`config.mk`:
```
export PLATFORM = sky130hd
export DESIGN_NAME = maxpool_2x2_stream
export DESIGN_NICKNAME = d
export VERILOG_FILES = /design/src/rtl/maxpool_2x2_stream.sv
export SDC_FILE = /design/constraint.sdc
export NUM_CORES = 1
export LEC_CHECK = 0
export BUFFER_PORTS_ARGS = -buffer_cell sky130_fd_sc_hd__buf_2
export CORE_AREA = 2 2 430 304
export CTS_CLUSTER_DIAMETER = 200
export DETAILED_ROUTE_END_ITERATION = 8
export DIE_AREA = 0 0 432 306
export PLACE_DENSITY_LB_ADDON = 0.1
export RECOVER_POWER = 50
export SYNTH_ARGS = -nofsm -noshare
export SYNTH_HDL_FRONTEND = slang
export SYNTH_SLANG_ARGS = --single-unit
```
`constraint.sdc`:
```
create_clock -name clk -period 7.9 [get_ports clk]
set_input_delay 1.58 -clock clk [delete_from_list [all_inputs] [get_ports clk]]
set_output_delay 1.58 -clock clk [all_outputs]
set_load 0.03 [all_outputs]
```
`src/rtl/maxpool_2x2_stream.sv`:
```
// maxpool_2x2_stream: streaming 2x2 stride-2 RGB max-pool with a half-width line buffer of even-row horizontal maxima
module maxpool_2x2_stream #(
  parameter int DATA_W = 16,
  parameter int IMG_W  = 54,
  parameter int IMG_H  = 54
) (
  input  logic              clk,
  input  logic              rst,
  input  logic              relu_ack,
  input  logic [DATA_W-1:0] ReLU_in_R,
  input  logic [DATA_W-1:0] ReLU_in_G,
  input  logic [DATA_W-1:0] ReLU_in_B,
  output logic [DATA_W-1:0] pool_o_R,
  output logic [DATA_W-1:0] pool_o_G,
  output logic [DATA_W-1:0] pool_o_B,
  output logic              pool_ack,
  output logic              frame_done
);
  localparam int CW = $clog2(IMG_W);
  localparam int RW = $clog2(IMG_H);
  localparam int LD = IMG_W / 2;
  localparam int LW = LD > 1 ? $clog2(LD) : 1;
  typedef enum logic {EVEN_ROW, ODD_ROW} state_t;
  state_t state;
  logic [CW-1:0] col;
  logic [RW-1:0] row;
  logic [LW-1:0] lb_idx;
  logic [3*DATA_W-1:0] linebuf [LD];
  logic [2:0][DATA_W-1:0] in_v, h_reg, hmax, lb_v, pmax;
  logic last_col, last_row;
  assign in_v = {ReLU_in_R, ReLU_in_G, ReLU_in_B};
  assign lb_idx = LW'(col >> 1);
  assign lb_v = linebuf[lb_idx];
  assign last_col = col == CW'(IMG_W - 1);
  assign last_row = row == RW'(IMG_H - 1);
  for (genvar c = 0; c < 3; c++) begin : g_ch
    assign hmax[c] = in_v[c] > h_reg[c] ? in_v[c] : h_reg[c];
    assign pmax[c] = lb_v[c] > hmax[c] ? lb_v[c] : hmax[c];
  end
  always_ff @(posedge clk)
    if (!rst && relu_ack && col[0] && state == EVEN_ROW) linebuf[lb_idx] <= hmax;
  always_ff @(posedge clk) begin
    if (rst) begin
      {pool_o_R, pool_o_G, pool_o_B} <= '0;
      pool_ack <= 1'b0;
      frame_done <= 1'b0;
      col <= '0;
      row <= '0;
      state <= EVEN_ROW;
    end else begin
      pool_ack <= 1'b0;
      frame_done <= 1'b0;
      if (relu_ack) begin
        if (!col[0]) h_reg <= in_v;
        if (col[0] && state == ODD_ROW) begin
          {pool_o_R, pool_o_G, pool_o_B} <= pmax;
          pool_ack <= 1'b1;
          frame_done <= last_col && last_row;
        end
        col <= last_col ? '0 : col + 1'b1;
        if (last_col) begin
          row <= last_row ? '0 : row + 1'b1;
          state <= state == EVEN_ROW ? ODD_ROW : EVEN_ROW;
        end
      end
    end
  end
endmodule

```
==> results.rst <==
.. list-table::
   :header-rows: 1

   * - Metric
     - Value
   * - Routed WL
     - 160 mm
   * - Post-route DRC
     - 0
   * - Biggest area contributors in the synthesized netlist
     - edfxtp_1 71%, mux4_2 7.5%, dfxtp_1 2.4%
   * - Pint
     - 0.0124 W
   * - Standard-cell rows
     - 110
   * - Post-Synthesis Mean Instance Area
     - 17.8 sq um
   * - Overall routing resource usage
     - 24.2%
   * - Share of layout cells above drive strength 1
     - 18.4%
   * - Root Driver
     - clkbuf_16
   * - Sequential share of power
     - 52.9%
   * - Switching portion of total power
     - 21.9%
   * - Top-Level Pins
     - 101
   * - Violations in the final reports
     - capacitance limit, slew limit
   * - Post-synthesis sequential area ratio
     - 72.9%
   * - Area share of the largest cell type after synthesis
     - 70.5%
   * - Reported net switching power
     - 0.00347 W
   * - Global-route wire length before repair
     - 228 mm
   * - H-tree level count
     - 4
   * - Via count of the first global-routing pass
     - 31,215
   * - Cell area after synthesis
     - 57,200 sq um
   * - Count of synthesis-stage warnings from yosys
     - 0
   * - Synthesized Nets
     - 3,357
   * - Power share of the combinational group
     - 6.1%
   * - Vias after detailed routing
     - 31,568
   * - Minimum clock period after layout
     - 6.93 ns
   * - Cells after DPL
     - 4,902
   * - Run status
     - finished with violations
   * - Leakage power summed over all cells
     - 20.1 nW
   * - Max-Cap Viols
     - 35
   * - Hold Path Stages
     - 2
   * - Initial core utilization
     - 44.7%
   * - Number of clock sinks
     - 1,412
   * - Number of flops mapped to enable cells by yosys
     - 1,344
   * - Maximum clock insertion buffer count
     - 3
   * - Top delay family on crit path
     - buffers and inverters
   * - RSZ-0062 raised after global routing
     - no
   * - Count of cells resized by post-cts repair
     - 0
   * - Pin count of the biggest net entering global routing
     - 90
   * - Async set or reset register ratio after synthesis
     - 0%
   * - P&R area growth vs syn
     - 11.3%
   * - Combined area of the multi-input logic cells
     - 14,000 sq um
   * - Delay of the slowest cell on the worst path
     - 2.46 ns
   * - Element type at the critical path start
     - primary input
   * - Die footprint
     - 132,000 sq um
   * - Setup TNS Final
     - 0 ns
   * - Max reg flops
     - 1,296
   * - Clk network pwr share
     - 41.0%
   * - Relative max-transition margin
     - -130%
   * - Final GP Congestion
     - 0.841
   * - FF+latch count, synth
     - 1,412
   * - FF+latch area
     - 41,700 sq um
   * - TritonCTS buffer count
     - 138
   * - Critical path capture point type
     - flip-flop
   * - Final count of pins violating max slew
     - 823
   * - Worst path bufs/invs
     - 5
   * - CORE AREA
     - 128,000 sq um
   * - Most frequent standard cell in the layout excluding fill and tap cells
     - edfxtp_1
   * - Final standard cell utilization of the core
     - 49.8%
   * - Number of instances in the synthesized netlist
     - 3,206
   * - Net count reported at finish
     - 3,513
   * - Port Buffers
     - 100
   * - Overall die height
     - 306 microns
   * - Worst r2r path cells
     - 12
   * - Die width
     - 432 microns
   * - Post-CTS repair timing setup buffer count
     - 0
   * - Clock latency on the worst-skew pair
     - 0.77 ns
   * - Worst Max-Slew Pin Slew
     - 3.45 ns
   * - Power density over the cells
     - 249 nW/um^2
   * - Cell with the largest stage delay on the worst path
     - clkbuf_1
   * - Final Hold Fails
     - 0
   * - Hold buffers post-CTS
     - 0
   * - Cell Chain, Critical Path
     - buf_2 > clkbuf_1 > nor2_1 > nand3_1 > inv_1 > nand3_1 > nor2_1 > clkbuf_1 > buf_4
   * - Distinct cell type count of the synthesized netlist
     - 81
   * - Post-detail-place hpwl
     - 90.4 mm
   * - Filler instances
     - 10,465
   * - Total chip power
     - 0.0158 W
   * - Worst path arrival time
     - 7.34 ns
   * - Tcrit/Tclk final
     - 87.7%
   * - Startpoint-to-endpoint class of the critical path
     - primary input to flip-flop
   * - Depth of the critical timing path with buffers and inverters included
     - 9
   * - Clock edge transition at the registers on the reported setup and hold paths
     - 0.06 ns
   * - Average routed wire per standard cell
     - 31.1 microns
   * - Crit Path Max Fanout
     - 36
   * - Highest-count cells in the layout ignoring fill and taps
     - 1,344 x edfxtp_1, 190 x mux4_2, 162 x nor2_1
   * - Number of antenna violations at the first check in global routing
     - 1
   * - Max Clk Rate
     - 0.144 GHz
   * - Yosys top cell by area
     - edfxtp_1
   * - Final setup violation count
     - 0
   * - Post-layout worst setup margin
     - 0.971 ns
   * - Via density per instance
     - 6.13
   * - ANT nets after route
     - 0
   * - 1st-iter DRT viols
     - 3,689
   * - Congestion Overflow GR
     - 0
   * - Worst EP required
     - 8.31 ns
   * - Clock tree from TritonCTS
     - yes
   * - Clock tree skew after final layout
     - 0.0266 ns
   * - Kind of path behind the tightest hold check
     - flip-flop to flip-flop
   * - Setup slack at placement
     - 1.07 ns
   * - Peak supply drop
     - 0.000178 V
   * - Count of non-filler cells in the finished layout
     - 5,151
   * - Number of iterations in the first detailed-routing pass
     - 5
   * - Main synth FF type
     - edfxtp_1
==> power by group through the flow <==
stage / registers, W / logic, W / clock network, W
6_report: 0.00838 / 0.000963 / 0.00649
5_1_grt: 0.00838 / 0.00105 / 0.00690
4_1_cts: 0.00838 / 0.000974 / 0.00661
3_5_place_dp: 0.00854 / 0.000971 / 0
3_3_place_gp: 0.00853 / 0.000937 / 0
2_1_floorplan: 0.00852 / 0.000669 / 0
==> metrics by stage <==
step / area [sq um] / hold slack [ns]
global route: 63700 / 0.495
CTS: 64200 / 0.458
global placement: 59800 / 0.436
floorplan: 57200 / 0.485
finish: 63700 / 0.461
detailed placement: 59800 / 0.449
==> cell usage after synthesis, types with 45 or more instances <==
cell / number
nand2_1: 140
a211oi_1: 56
mux4_2: 190
dfxtp_1: 68
edfxtp_1: 1344
o221ai_1: 45
inv_1: 106
ha_1: 100
mux2_2: 114
mux2i_1: 109
a21oi_1: 92
buf_2: 58
clkbuf_1: 57
o22ai_1: 147
nor2_1: 166
==> logic make-up after synthesis <==
group,after synthesis,share of synthesized area [%]
flops,1412,72.9
simple gates,514,4.68
compound gates,463,5.63
mux,416,11.8
buf+inv,291,2.66
fa+ha+maj,100,2.19
xor+xnor,10,0.153
==> final timing paths <==
kind / to / slack [ns] / startpoint
setup / recovery: linebuf[23][37] / 0.97 / rst
setup reg to reg: pool_o_G[8] / 1.71 / flip-flop
hold reg to reg: pool_o_B[13] / 0.46 / pool_o_B[13]
hold / removal: pool_o_B[13] / 0.46 / pool_o_B[13]
==> metal layers <==
layer	up-vias	track usage [%]	part of all wire, %
met1	16813	37.5	46
met3	217	4.62	7.6
met2	1289	35.5	44
met5	-	0	0
li1	13249	-	-
met4	0	5.41	2.1
==> layout make-up <==
class | instances | area share, %
timing repair buffer | 190 | 1.58
inverter | 117 | 0.690
multi-input combinational | 1503 | 22.0
tap | 1680 | 3.30
sequential | 1412 | 65.5
clock buffer | 174 | 5.92
clock inverter | 74 | 0.973
antenna | 1 | 0.00393
==> worst reg2reg max path: cells and delay by family, from the launching register on <==
kind	cells	cell delay, ns
AND/OR/NAND/NOR	3	1.94
AO/OA/AOI/OAI	3	0.71
multiplexers	2	0.67
flip-flops	1	0.72
adder cells (fa/ha/maj)	1	0.29
buffers and inverters	3	1.62
Power figures use the tool's default switching activity.
